## src/rtl/g11620_pkg.sv

```systemverilog
// Shared definitions for the G11620 frame sequencer: register map, CTRL bits,
// sequencer state encoding and CTRL word helpers.
package g11620_pkg;

  localparam logic [3:0] ADDR_CTRL  = 4'd0;
  localparam logic [3:0] ADDR_INTEG = 4'd1;

  localparam int CTRL_START_BIT = 31;
  localparam int CTRL_DONE_BIT  = 30;
  localparam int CTRL_SRST_BIT  = 29;

  localparam logic [31:0] CTRL_SRST_WORD = 32'h1 << CTRL_SRST_BIT;

  typedef enum logic [3:0] {
    S_IDLE,
    S_LOAD,
    S_START,
    S_GAP,
    S_POLL,
    S_PWAIT,
    S_CLEAR,
    S_NEXT,
    S_ABORT,
    S_ABCLR
  } seq_state_t;

  // Acknowledge a finished frame: keep all other CTRL fields, drop start/done.
  function automatic logic [31:0] ctrl_ack(input logic [31:0] word);
    logic [31:0] res;
    res = word;
    res[CTRL_START_BIT] = 1'b0;
    res[CTRL_DONE_BIT]  = 1'b0;
    return res;
  endfunction

endpackage

```

## src/rtl/g11620_bus_arb.sv

```systemverilog
// Register-port arbiter: the sequencer owns the bus when it asks for it, the host
// is passed through otherwise; a one-bit owner flag routes read returns.
module g11620_bus_arb
  import g11620_pkg::*;
(
  input  logic        clk,
  input  logic        rst,
  input  logic        seq_own,
  input  logic        seq_wr,
  input  logic        seq_rd,
  input  logic [3:0]  seq_addr,
  input  logic [31:0] seq_data,
  input  logic        host_wr_in,
  input  logic        host_rd_in,
  input  logic [3:0]  host_addr_in,
  input  logic [31:0] host_data_in,
  output logic        host_ready_o,
  output logic [31:0] host_rd_data_o,
  output logic        host_rd_valid_o,
  output logic        dev_wr_o,
  output logic        dev_rd_o,
  output logic [3:0]  dev_addr_o,
  output logic [31:0] dev_data_o,
  input  logic [31:0] dev_rd_data_in,
  input  logic        dev_rd_valid_in,
  output logic        seq_rd_valid,
  output logic [31:0] seq_rd_data
);

  logic owner_seq_reg;

  assign host_ready_o = ~seq_own;
  assign dev_wr_o     = seq_own ? seq_wr   : host_wr_in;
  assign dev_rd_o     = seq_own ? seq_rd   : host_rd_in;
  assign dev_addr_o   = seq_own ? seq_addr : host_addr_in;
  assign dev_data_o   = seq_own ? seq_data : host_data_in;

  // Device read latency is fixed at one cycle, so the flag of the last issue
  // always belongs to the return arriving now.
  always_ff @(posedge clk) begin
    if (rst) begin
      owner_seq_reg <= 1'b0;
    end else if (dev_rd_o) begin
      owner_seq_reg <= seq_own;
    end
  end

  assign seq_rd_valid    = dev_rd_valid_in & owner_seq_reg;
  assign seq_rd_data     = dev_rd_data_in;
  assign host_rd_valid_o = dev_rd_valid_in & ~owner_seq_reg;
  assign host_rd_data_o  = host_rd_valid_o ? dev_rd_data_in : 32'h0;

endmodule

```

## src/rtl/g11620_seq.sv

```systemverilog
// G11620 frame sequencer: runs a programmed number of frames over a small
// exposure table, polling the CTRL done bit and sharing the register port with the host.
module g11620_seq
  import g11620_pkg::*;
#(
  parameter int NUM_EXP  = 4,
  parameter int POLL_GAP = 16,
  parameter int TIMEOUT  = 1 << 20
) (
  input  logic                       clk,
  input  logic                       rst,
  input  logic                       seq_start_in,
  input  logic                       seq_abort_in,
  input  logic [15:0]                frame_num_in,
  input  logic                       exp_wr_in,
  input  logic [$clog2(NUM_EXP)-1:0] exp_idx_in,
  input  logic [9:0]                 exp_data_in,
  input  logic                       host_wr_in,
  input  logic                       host_rd_in,
  input  logic [3:0]                 host_addr_in,
  input  logic [31:0]                host_data_in,
  output logic                       host_ready_o,
  output logic [31:0]                host_rd_data_o,
  output logic                       host_rd_valid_o,
  output logic                       dev_wr_o,
  output logic                       dev_rd_o,
  output logic [3:0]                 dev_addr_o,
  output logic [31:0]                dev_data_o,
  input  logic [31:0]                dev_rd_data_in,
  input  logic                       dev_rd_valid_in,
  output logic                       start_o,
  output logic [9:0]                 integ_time_o,
  output logic                       busy_o,
  output logic                       frame_done_o,
  output logic [$clog2(NUM_EXP)-1:0] exp_sel_o,
  output logic [15:0]                frames_left_o,
  output logic                       timeout_o
);

  localparam int IDX_W = $clog2(NUM_EXP);
  localparam int GAP_W = $clog2(POLL_GAP + 1);
  localparam int TMO_W = $clog2(TIMEOUT + 1);

  seq_state_t        state_reg, state_next;
  logic [9:0]        exp_tab [NUM_EXP];
  logic [IDX_W-1:0]  exp_sel_reg;
  logic [15:0]       frames_left_reg;
  logic [9:0]        integ_reg;
  logic [GAP_W-1:0]  gap_cnt_reg;
  logic [TMO_W-1:0]  tmo_cnt_reg;
  logic [31:0]       cap_reg;
  logic              abort_pend_reg;
  logic              timeout_reg;

  logic              seq_own, seq_wr, seq_rd;
  logic [3:0]        seq_addr;
  logic [31:0]       seq_data;
  logic              seq_rd_valid;
  logic [31:0]       seq_rd_data;
  logic              waiting, tmo_hit, gap_done, done_seen;

  genvar gi;
  generate
    for (gi = 0; gi < NUM_EXP; gi++) begin : g_exp
      always_ff @(posedge clk) begin
        if (rst) begin
          exp_tab[gi] <= 10'd0;
        end else if (exp_wr_in && exp_idx_in == IDX_W'(gi)) begin
          exp_tab[gi] <= exp_data_in;
        end
      end
    end
  endgenerate

  assign waiting   = (state_reg == S_GAP) || (state_reg == S_POLL) || (state_reg == S_PWAIT);
  assign tmo_hit   = waiting && (tmo_cnt_reg == TMO_W'(TIMEOUT - 1));
  assign gap_done  = (gap_cnt_reg == GAP_W'(POLL_GAP - 1));
  assign done_seen = seq_rd_valid && seq_rd_data[CTRL_DONE_BIT];

  always_ff @(posedge clk) begin
    if (rst) begin
      state_reg <= S_IDLE;
    end else begin
      state_reg <= state_next;
    end
  end

  always_comb begin
    state_next = state_reg;
    seq_own    = 1'b0;
    seq_wr     = 1'b0;
    seq_rd     = 1'b0;
    seq_addr   = ADDR_CTRL;
    seq_data   = 32'h0;
    case (state_reg)
      S_IDLE:  if (seq_start_in) state_next = S_LOAD;
      S_LOAD: begin
        seq_own    = 1'b1;
        seq_wr     = 1'b1;
        seq_addr   = ADDR_INTEG;
        seq_data   = {22'h0, exp_tab[exp_sel_reg]};
        state_next = S_START;
      end
      S_START: state_next = S_GAP;
      S_GAP:   if (gap_done) state_next = S_POLL;
      S_POLL: begin
        seq_own    = 1'b1;
        seq_rd     = 1'b1;
        state_next = S_PWAIT;
      end
      S_PWAIT: begin
        seq_own = 1'b1;
        if (seq_rd_valid) state_next = done_seen ? S_CLEAR : S_GAP;
      end
      S_CLEAR: begin
        seq_own    = 1'b1;
        seq_wr     = 1'b1;
        seq_data   = ctrl_ack(cap_reg);
        state_next = S_NEXT;
      end
      S_NEXT:  state_next = (frames_left_reg == 16'd1) ? S_IDLE : S_LOAD;
      S_ABORT: begin
        seq_own    = 1'b1;
        seq_wr     = 1'b1;
        seq_data   = CTRL_SRST_WORD;
        state_next = S_ABCLR;
      end
      S_ABCLR: begin
        seq_own    = 1'b1;
        seq_wr     = 1'b1;
        state_next = S_IDLE;
      end
      default: state_next = S_IDLE;
    endcase
    // Abort and timeout override the normal flow once the current cycle's bus op is done.
    if (state_reg != S_IDLE && state_reg != S_ABORT && state_reg != S_ABCLR &&
        (abort_pend_reg || seq_abort_in || tmo_hit)) begin
      state_next = S_ABORT;
    end
  end

  always_ff @(posedge clk) begin
    if (rst) begin
      exp_sel_reg     <= '0;
      frames_left_reg <= 16'd0;
      integ_reg       <= 10'd0;
      gap_cnt_reg     <= '0;
      tmo_cnt_reg     <= '0;
      cap_reg         <= 32'h0;
      abort_pend_reg  <= 1'b0;
      timeout_reg     <= 1'b0;
    end else begin
      if (state_reg == S_IDLE || state_reg == S_ABORT || state_reg == S_ABCLR) begin
        abort_pend_reg <= 1'b0;
      end else if (seq_abort_in) begin
        abort_pend_reg <= 1'b1;
      end
      gap_cnt_reg <= (state_reg == S_GAP) ? gap_cnt_reg + 1'b1 : '0;
      if (state_reg == S_START) begin
        tmo_cnt_reg <= '0;
      end else if (waiting) begin
        tmo_cnt_reg <= tmo_cnt_reg + 1'b1;
      end
      if (tmo_hit) timeout_reg <= 1'b1;
      if (state_reg == S_IDLE && seq_start_in) begin
        frames_left_reg <= (frame_num_in == 16'd0) ? 16'd1 : frame_num_in;
        exp_sel_reg     <= '0;
        timeout_reg     <= 1'b0;
      end
      if (state_reg == S_LOAD) integ_reg <= exp_tab[exp_sel_reg];
      if (state_reg == S_PWAIT && done_seen) cap_reg <= seq_rd_data;
      if (state_reg == S_NEXT && state_next != S_ABORT) begin
        frames_left_reg <= frames_left_reg - 16'd1;
        exp_sel_reg     <= exp_sel_reg + 1'b1;
      end
    end
  end

  g11620_bus_arb u_arb (
    .clk             (clk),
    .rst             (rst),
    .seq_own         (seq_own),
    .seq_wr          (seq_wr),
    .seq_rd          (seq_rd),
    .seq_addr        (seq_addr),
    .seq_data        (seq_data),
    .host_wr_in      (host_wr_in),
    .host_rd_in      (host_rd_in),
    .host_addr_in    (host_addr_in),
    .host_data_in    (host_data_in),
    .host_ready_o    (host_ready_o),
    .host_rd_data_o  (host_rd_data_o),
    .host_rd_valid_o (host_rd_valid_o),
    .dev_wr_o        (dev_wr_o),
    .dev_rd_o        (dev_rd_o),
    .dev_addr_o      (dev_addr_o),
    .dev_data_o      (dev_data_o),
    .dev_rd_data_in  (dev_rd_data_in),
    .dev_rd_valid_in (dev_rd_valid_in),
    .seq_rd_valid    (seq_rd_valid),
    .seq_rd_data     (seq_rd_data)
  );

  assign start_o       = (state_reg == S_START);
  assign frame_done_o  = (state_reg == S_CLEAR);
  assign busy_o        = (state_reg != S_IDLE);
  assign integ_time_o  = integ_reg;
  assign exp_sel_o     = exp_sel_reg;
  assign frames_left_o = frames_left_reg;
  assign timeout_o     = timeout_reg;

endmodule

```

## config.mk

```make
export PLATFORM = sky130hd
export DESIGN_NAME = g11620_seq
export DESIGN_NICKNAME = d
export VERILOG_FILES = /design/src/rtl/g11620_pkg.sv /design/src/rtl/g11620_bus_arb.sv /design/src/rtl/g11620_seq.sv
export SDC_FILE = /design/constraint.sdc
export NUM_CORES = 1
export LEC_CHECK = 0
export BUFFER_PORTS_ARGS = -buffer_cell sky130_fd_sc_hd__clkbuf_2
export CORE_MARGIN = 5
export CORE_UTILIZATION = 30
export CTS_BUF_LIST = sky130_fd_sc_hd__clkbuf_4
export CTS_CLUSTER_DIAMETER = 80
export CTS_CLUSTER_SIZE = 10
export DETAILED_ROUTE_END_ITERATION = 12
export PLACE_DENSITY_LB_ADDON = 0.2
export SETUP_SLACK_MARGIN = 0.3
export SYNTH_ARGS = -nofsm -noshare
export SYNTH_HDL_FRONTEND = slang
export SYNTH_SLANG_ARGS = --single-unit
```

## constraint.sdc

```tcl
create_clock -name clk -period 3.7 [get_ports clk]
set_input_delay 0.37 -clock clk [delete_from_list [all_inputs] [get_ports clk]]
set_output_delay 0.37 -clock clk [all_outputs]
set_load 0.01 [all_outputs]
```

==> impl.org, run 1 <==
** Outcome
- Status :: finished clean

** Clock network
- Clock tree from TritonCTS :: yes
- Insertion delay to the later sink of the worst-skew pair :: 0.54 ns
- Post-CTS Setup Repair Bufs :: 0
- Clock Pin Slew Worst Setup and Hold Paths :: 0.13 ns
- The tree is rooted in a clkbuf_4.
- Number of levels in the clock H-tree :: 4
- Clock tree synthesis found a total of 133 sinks.
- The number of clock buffers added by TritonCTS is 17.
- Maximum count of clock buffers along a single path :: 2

** Synth
- Synthesis instantiated 61 different standard cells from the library.
- Post-synthesis simple-gate area fraction :: 25.60%
- Main flop type after synthesis :: dfxtp_1
- Async set-reset flop share out of synthesis :: 0%
- Post-Synthesis Mean Instance Area :: 9.129 um^2
- For this run, the register share of the synthesized area comes to 47.79%.
- Adder-cell share of the synthesized area :: 0.9762%
- Ranked by total cell area, the synthesized netlist is headed by dfxtp_1 29%, edfxtp_1 19%, and2_1 7.7%, nand2_1 5.3%, a21oi_1 4.9%.
- Multiplexer fraction of the synthesized cell area :: 3.846%
- Summing the areas of all compound-gate instances in the mapped netlist gives 15.62% of the synthesized area.
- Cells after synthesis :: 702
- After synthesis the netlist holds a flip-flop and latch count of 133.
- Post-synthesis net count :: 811
- Number of enable-type register cells in the synthesized netlist :: 40
- Synthesized cell area :: 0.006409 mm^2
- The Yosys step of the flow raised 0 warnings.
- Cell type with the largest total area after synthesis :: dfxtp_1
- Share of the synthesized area in the top cell type :: 29.05%
- The synthesized netlist devotes 2.870% of its cell area to XOR and XNOR gates.
- By area, the combinational part of the netlist is dominated by simple AND/OR/NAND/NOR gates.

** Cells and area
- Non-Filler Instances :: 1191
- In the final layout, the share of cells above drive strength 1 is 30.74%.
- Count of nets after finishing :: 1010
- Flip-flop count of the largest register, all copies and words added :: 40
- Area grow syn2layout :: 27.55%
- Number of filler cells placed in the layout :: 2161
- The finished cells cover 0.008174 mm^2.

** Route
- 1st-pass router iterations :: 5
- For this block, the via count after detailed routing is 5895.
- For this block, the initial DRC count from the detailed router was 327.
- Wirelength per Cell :: 17.72 um
- ANT nets after route :: 0
- For this run, design rule violations remaining after detail routing come to 0.
- Dividing the detail-routed via count by the number of cells gives 4.950.
- Wires add up to 21110 um.

** Placement
- Count of buffers inserted at the top-level ports :: 207
- Detailed placement ended at an HPWL of 15860 um.
- Number of placed cells counting well taps :: 1154
- Final estimated routing congestion in global placement :: 0.8128
- After detailed placement, the total cell area comes to 0.007754 mm^2.

** STA
- Worst Max-Slew Pin Slew :: 1.125 ns
- WHS :: 0.04614 ns
- The smallest clock period supported by the final layout is computed as 3.197 ns.
- The final hold violation count was 0.
- Setup Total Neg Slack :: 0 ns
- Max-slew violation count :: 0
- Setup violators final :: 0
- In this run the tightest slew margin relative to its limit is 24.50%.
- Unrepaired setup endpoints after global routing :: no
- Static timing analysis puts the maximum clock frequency at 0.3128 GHz.
- Fin Clk Skew :: 0.01416 ns
- The worst path uses 86.41% of the clock period.

** Critical path
- The signal on the critical path passes through inv_1, o221ai_4, buf_4, a22o_1, clkbuf_2.
- STA classifies the critical path startpoint as a flop.
- Data arrives at the worst endpoint at 2.83 ns.
- Category of the worst setup path capture point :: primary output
- Along the worst path, the maximum fanout reaches 23.
- The slowest stage of the critical path belongs to the cell o221ai_4.
- Delay contributed by the slowest stage of the critical path :: 0.75 ns
- On the critical path the largest part of the delay comes from compound AO/OA/AOI/OAI gates.
- CP Buf/Inv Count :: 3
- Worst Path Required :: 3.33 ns
- By startpoint and endpoint, the worst setup path is classified as flop to primary output.

** Floorplan
- The die is 156.2 um tall.
- Num rows :: 53
- Overall die area :: 0.02438 mm^2
- The initial utilization of the core area, before any placement, comes to 30.49%.
- Std-Cell Core Area :: 0.02102 mm^2
- 208 I/O pins were placed.
- The die is 156.2 um wide.

** Power and ir drop
- Leakage power of the design :: 3.369 nW
- Peak supply drop :: 250.8 uV
- PwrDens :: 465.6 mW/mm^2

** Flow run
- Max-cap violations in this run came to 0.

** Global route
- GRT Total Usage :: 16.75%
- The first global-routing pass estimated 31440 um of wire.
- The via count of the first global-routing pass was 5587.
- Antenna violations before repair :: 3
- Pin count of the biggest net entering global routing :: 42
- Total global routing overflow :: 0

** Min path
- The tightest min-delay check is of the primary input to flop type.
[report_power, final]
| group | switching, W | internal (W) | total [W] |
|---|---|---|---|
| Clock | 0.000552 | 0.000735 | 0.00129 |
| Combinational | 0.000504 | 0.000354 | 0.000858 |
| Sequential | 0.0000815 | 0.00158 | 0.00166 |
| Total | 0.00114 | 0.00267 | 0.00381 |
[cell type report]
cell class / instances / area, um^2 / area share, %
inverters: 15 / 56.30 / 0.6888
clock inverters: 15 / 257.7 / 3.153
multi-input cells: 513 / 3159 / 38.65
diodes: 2 / 5.005 / 0.06123
clock buffers: 17 / 127.6 / 1.561
repair buffers: 221 / 1161 / 14.20
flip-flops and latches: 133 / 3063 / 37.47
well taps: 275 / 344.1 / 4.209
[layer usage]
metal  vias up  global-route usage (%)  part of all wire, %
met2       212                   29.11                   48
met3        29                   4.605                  7.5
met1      2746                   20.01                   42
met4         0                   5.661                  2.4
li1       2908                       -                    -
met5         -                       0                    0
[through the flow]
stage               utilization, %  power, W  worst slack (ns)
detailed placement           36.88  0.002553             1.059
global route                 38.88  0.003997            0.3148
CTS                          38.81  0.003847            0.4512
global placement             36.88  0.002556             1.101
finish                       38.88  0.003806            0.5029
floorplan                        -  0.002164             1.555
[logic make-up (layout without fill, tap and decap cells)]
kind of cell,count (synthesis),in the layout
AOI/OAI and AO/OA,148,148
buffers and inverters,56,268
other,0,2
muxes,12,12
adders and majority gates,5,5
xor gates and xnor gates,21,21
DFF,133,133
and+or+nand+nor,327,327
[cells in the mapped netlist, types with 3 or more instances]
cell	instances
a21oi_1	63
a221o_1	10
a22o_1	21
a31o_2	3
a31oi_1	3
and2_1	79
and3_1	14
clkbuf_1	38
dfxtp_1	93
edfxtp_1	40
ha_1	5
inv_1	15
mux4_2	10
nand2_1	91
nand3_1	18
nand4_1	11
nor2_1	68
nor2b_1	3
nor3_1	12
nor3b_1	3
nor4_1	7
o21ai_0	16
o22ai_1	4
or2_2	4
or3_1	4
xnor2_1	4
xor2_1	17
[worst paths after layout]
path | slack, ns | start | depth (start not counted) | to
worst max-delay path | 0.50 | state_reg[3] | 5 | dev_data_o[22]
worst min-delay path | 0.05 | frame_num_in[6] | 2 | frames_left_o[6]
worst max register to register | 1.18 | state_reg[0] | 5 | state_reg[1]
worst min register to register | 0.46 | cap_reg[14] | 2 | cap_reg[14]
[worst register-to-register path: stages (launching register included)]
cell and delay, ns:
dfxtp_1 0.69, nand3b_1 0.29, a211oi_2 0.54, nand2_1 0.21, o41ai_1 0.58, a211oi_1 0.09
[layout by cell type (no fill, tap or decap), types with 13 or more instances in the layout]
cell / synthesis / layout
inv_1: 15 / 15
edfxtp_1: 40 / 40
dfxtp_1: 93 / 93
nor2_1: 68 / 66
clkbuf_4: 0 / 17
xor2_1: 17 / 17
a21oi_1: 63 / 63
and3_1: 14 / 14
nand3_1: 18 / 18
clkbuf_2: 0 / 207
a22o_1: 21 / 21
o21ai_0: 16 / 13
nand2_1: 91 / 91
and2_1: 79 / 79
[what timing repair did]
action	4_1_cts	5_1_grt
resized for setup	0	0
hold buffers	2	1
endpoints found under the setup margin	0	5
hold endpoints to repair	2	1
Power figures use the tool's default switching activity.
==> inputs of run 2 (changes only) <==
--- a/config.mk
+++ b/config.mk
@@ -9,10 +9,10 @@
 export CORE_MARGIN = 5
 export CORE_UTILIZATION = 30
-export CTS_BUF_LIST = sky130_fd_sc_hd__clkbuf_4
+export CTS_BUF_LIST = sky130_fd_sc_hd__clkbuf_4 sky130_fd_sc_hd__clkbuf_8
 export CTS_CLUSTER_DIAMETER = 80
 export CTS_CLUSTER_SIZE = 10
 export DETAILED_ROUTE_END_ITERATION = 12
 export PLACE_DENSITY_LB_ADDON = 0.2
-export SETUP_SLACK_MARGIN = 0.3
+export SETUP_SLACK_MARGIN = 0.5
 export SYNTH_ARGS = -nofsm -noshare
 export SYNTH_HDL_FRONTEND = slang
==> constraint.sdc (replaced) <==
create_clock -name clk -period 3.7 [get_ports clk]
set_input_delay 0.37 -clock clk [delete_from_list [all_inputs] [get_ports clk]]
set_output_delay 0.37 -clock clk [all_outputs]
set_load 0.005 [all_outputs]
==> run 2 against run 1 <==
Global-route usage rose by 0.28 points. Cell count is 0.17% higher. Critical endpoint is now dev_data_o[4]. Clock power about the same.
==> impl.org, run 2 (synthesis gave the netlist of run 1 again) <==
** Outcome
- Status :: finished clean (unchanged)

** STA
- Maximum clock rate :: 0.3368 GHz (was 0.3128 GHz)
- Max-slew violation count :: 0 (unchanged)
- Headroom to the max-slew limit :: 25.34% (was 24.50%)
- The clock tree skew after final layout was 0.01134 ns (was 0.01416 ns).
- The number of failing setup endpoints in the final timing report came to 0 (unchanged).
- Setup Total Neg Slack :: 0 ns (unchanged)
- The minimum clock period after layout is 2.969 ns (was 3.197 ns).
- Unrepaired setup endpoints after global routing :: no (unchanged)
- Final worst-path cycle share :: 80.25% (was 86.41%)
- Count of endpoints failing hold in the final timing report :: 0 (unchanged)
- The actual slew at the worst max-slew pin came to 1.112 ns (was 1.125 ns).

** Flow run
- The max capacitance violation total is 0 (unchanged).

** Cells and area
- Layout cell share with drive strength beyond 1 :: 31.37% (was 30.74%)
- The share of the core filled with cells in the final layout was 39.30% (was 38.88%).
- The count of placed standard cells in the final layout, fillers left out was 1193 (was 1191).
- The number of flip-flops under the largest register name came to 40 (unchanged).
- The most common cell after layout, fill and taps aside was clkbuf_2 (unchanged).
- The count of nets after finishing was 1014 (was 1010).
- Number of diodes :: 0 (was 2)
- Commonest non-fill, non-tap cells in the layout :: 207 x clkbuf_2, 93 x dfxtp_1, 91 x nand2_1 (unchanged)
- The synthesis-to-finish area growth was 28.91% (was 27.55%).

** Critical path
- Worst path slowest cell :: o221ai_2 (was o221ai_4)
- Family with the most delay on the worst path :: compound AO/OA/AOI/OAI gates (unchanged)
- Worst Path Arrival :: 2.60 ns (was 2.83 ns)
- Cell chain of the critical path :: inv_1, nand2_1, o221ai_2, a221o_1, clkbuf_2 (was inv_1, o221ai_4, buf_4, a22o_1, clkbuf_2)
- CP Max Fanout :: 14 (was 23)
- Category of the worst setup path capture point :: primary output (unchanged)
- The number of cells on the critical path is 5 (unchanged).
- Worst-case reg-to-reg path depth :: 5 (unchanged)
- Element type at the critical path start :: flop (unchanged)
- The register-to-register path setup slack came to 1.21 ns (was 1.18 ns).
- Worst Path Required :: 3.33 ns (about the same)
- The worst path buffer plus inverter count is 2 (was 3).
- RR Endpoint :: state_reg[1] (unchanged)
- Startpoint of the worst-slack reg-to-reg timing path :: state_reg[1] (was state_reg[0])
- Type of the worst setup path :: flop to primary output (unchanged)
- Delay contributed by the slowest stage of the critical path :: 0.69 ns (was 0.75 ns)

** Global route
- The overall routing resource usage was 17.04% (was 16.75%).
- The largest net degree at the start of global routing was 63 (was 42).
- The via count of the first global-routing pass came to 5674 (was 5587).
- The initial antenna violation count is 0 (was 3).
- The wire length of the first global-routing pass came to 31970 um (was 31440 um).
- Total global routing overflow :: 0 (unchanged)

** Route
- The via-per-instance ratio was 4.980 (was 4.950).
- The routed length per placed instance is 18.00 um (was 17.72 um).
- WL final :: 21470 um (was 21110 um)
- The total number of vias was 5941 (was 5895).
- 1st-pass router iterations :: 5 (unchanged)
- The initial DRC count is 281 (was 327).
- The remaining number of nets flagged by the antenna check after routing came to 0 (unchanged).
- The remaining design rule violation count came to 0 (unchanged).

** Placement
- The number of cells after detailed placement came to 1158 (was 1154).
- The last weighted congestion value of the routability-driven placer came to 0.8108 (was 0.8128).
- Total half-perimeter wirelength after legalization and detailed placement :: 15670 um (was 15860 um)
- Count of buffers inserted at the top-level ports :: 207 (unchanged)

** Floorplan
- The placeable core region is 0.02102 mm^2 (unchanged).
- The total I/O pin count was 208 (unchanged).
- Num rows :: 53 (unchanged)
- The chip width came to 156.2 um (unchanged).
- The die boundary height is 156.2 um (unchanged).
- Starting Density :: 30.49% (unchanged)
- The area enclosed by the die boundary came to 0.02438 mm^2 (unchanged).

** Clock network
- The clock sink count was 133 (unchanged).
- The H-tree level count came to 4 (unchanged).
- Insertion delay to the later sink of the worst-skew pair :: 0.44 ns (was 0.54 ns)
- The number of buffers created by CTS is 17 (unchanged).
- Clock Pin Slew Worst Setup and Hold Paths :: 0.08 ns (was 0.13 ns)
- The CTS tree is yes (unchanged).
- Clk Tree Root Cell :: clkbuf_8 (was clkbuf_4)
- Maximum count of clock buffers along a single path :: 2 (unchanged)

** Min path
- The startpoint of the lowest-slack hold path is frame_num_in[7] (was frame_num_in[6]).
- The instance count along the most critical hold path is 2 (unchanged).
- The path class of the lowest-slack min-delay path is primary input to flop (unchanged).
- Sink of the worst hold path :: frames_left_o[7] (was frames_left_o[6])

** Power and ir drop
- PwrDens :: 458.6 mW/mm^2 (was 465.6 mW/mm^2)
- The peak ir drop on the vdd network is 241.2 uV (was 250.8 uV).
- The leakage power figure is 3.399 nW (was 3.369 nW).
==> run 2: cell types whose count changed in the layout (fill, tap and decap cells not counted), sizes merged <==
cell,delta
o221ai,+1
buf,+6
inv,-1
bufinv,-4
diode,-2
dlygate4sd3,-3
clkbuf,+6
clkinvlp,+3
clkinv,-4
==> run 2: layer usage <==
layer  up-vias  track usage [%]  part of all wire [%]
li1       2908                -                     -
met1      2769            19.88                    41
met2       238            30.38                    49
met3        26            3.967                   7.7
met4         0            6.364                   2.5
met5         -                0                     0
==> run 2: report_power, final <==
part           switching (W)  internal [W]
Clock               0.000543      0.000728
Combinational       0.000480      0.000389
Sequential         0.0000697       0.00158
==> run 2: worst max path at each step <==
stage                 start        endpoint  slack, ns
6_report       state_reg[3]   dev_data_o[4]       0.73
5_1_grt        state_reg[3]  dev_data_o[20]       0.57
4_1_cts        state_reg[3]  dev_data_o[27]       0.59
3_5_place_dp   state_reg[3]  dev_data_o[27]       1.09
3_3_place_gp   state_reg[3]  dev_data_o[22]       1.17
2_1_floorplan  state_reg[2]  dev_data_o[18]       1.61
==> run 2: final cells by class <==
cell class / instances / area, um^2
fill: 2174 / 12760
clock buffer: 23 / 291.5
multi-input combinational: 514 / 3179
timing repair buffer: 224 / 1201
tap: 275 / 344.1
clock inverter: 9 / 126.4
sequential: 133 / 3063
inverter: 15 / 56.30
==> run 2: repair_timing <==
item	4_1_cts	5_1_grt
setup endpoints to repair	0	13
hold buffers	0	0
buffers inserted	0	2
gates resized for setup	0	1
==> run 2: worst reg2reg max path, stage by stage, from the launching register on <==
cell      delay (ns)
dfxtp_1         0.64
nand3b_1        0.26
a211oi_2        0.56
nand2_1         0.21
o41ai_1         0.59
a211oi_1        0.10
==> run 2: metrics by stage <==
stage / worst slack (ns) / area (um^2) / total power, W / hold slack, ns
floorplan: 1.613 / 6409 / 0.002103 / 0.4175
global placement: 1.165 / 7784 / 0.002511 / 0.4312
detailed placement: 1.088 / 7784 / 0.002508 / 0.4433
CTS: 0.5878 / 8202 / 0.003792 / 0.1168
global route: 0.5716 / 8262 / 0.003999 / 0.1375
finish: 0.7307 / 8262 / 0.003789 / 0.1539
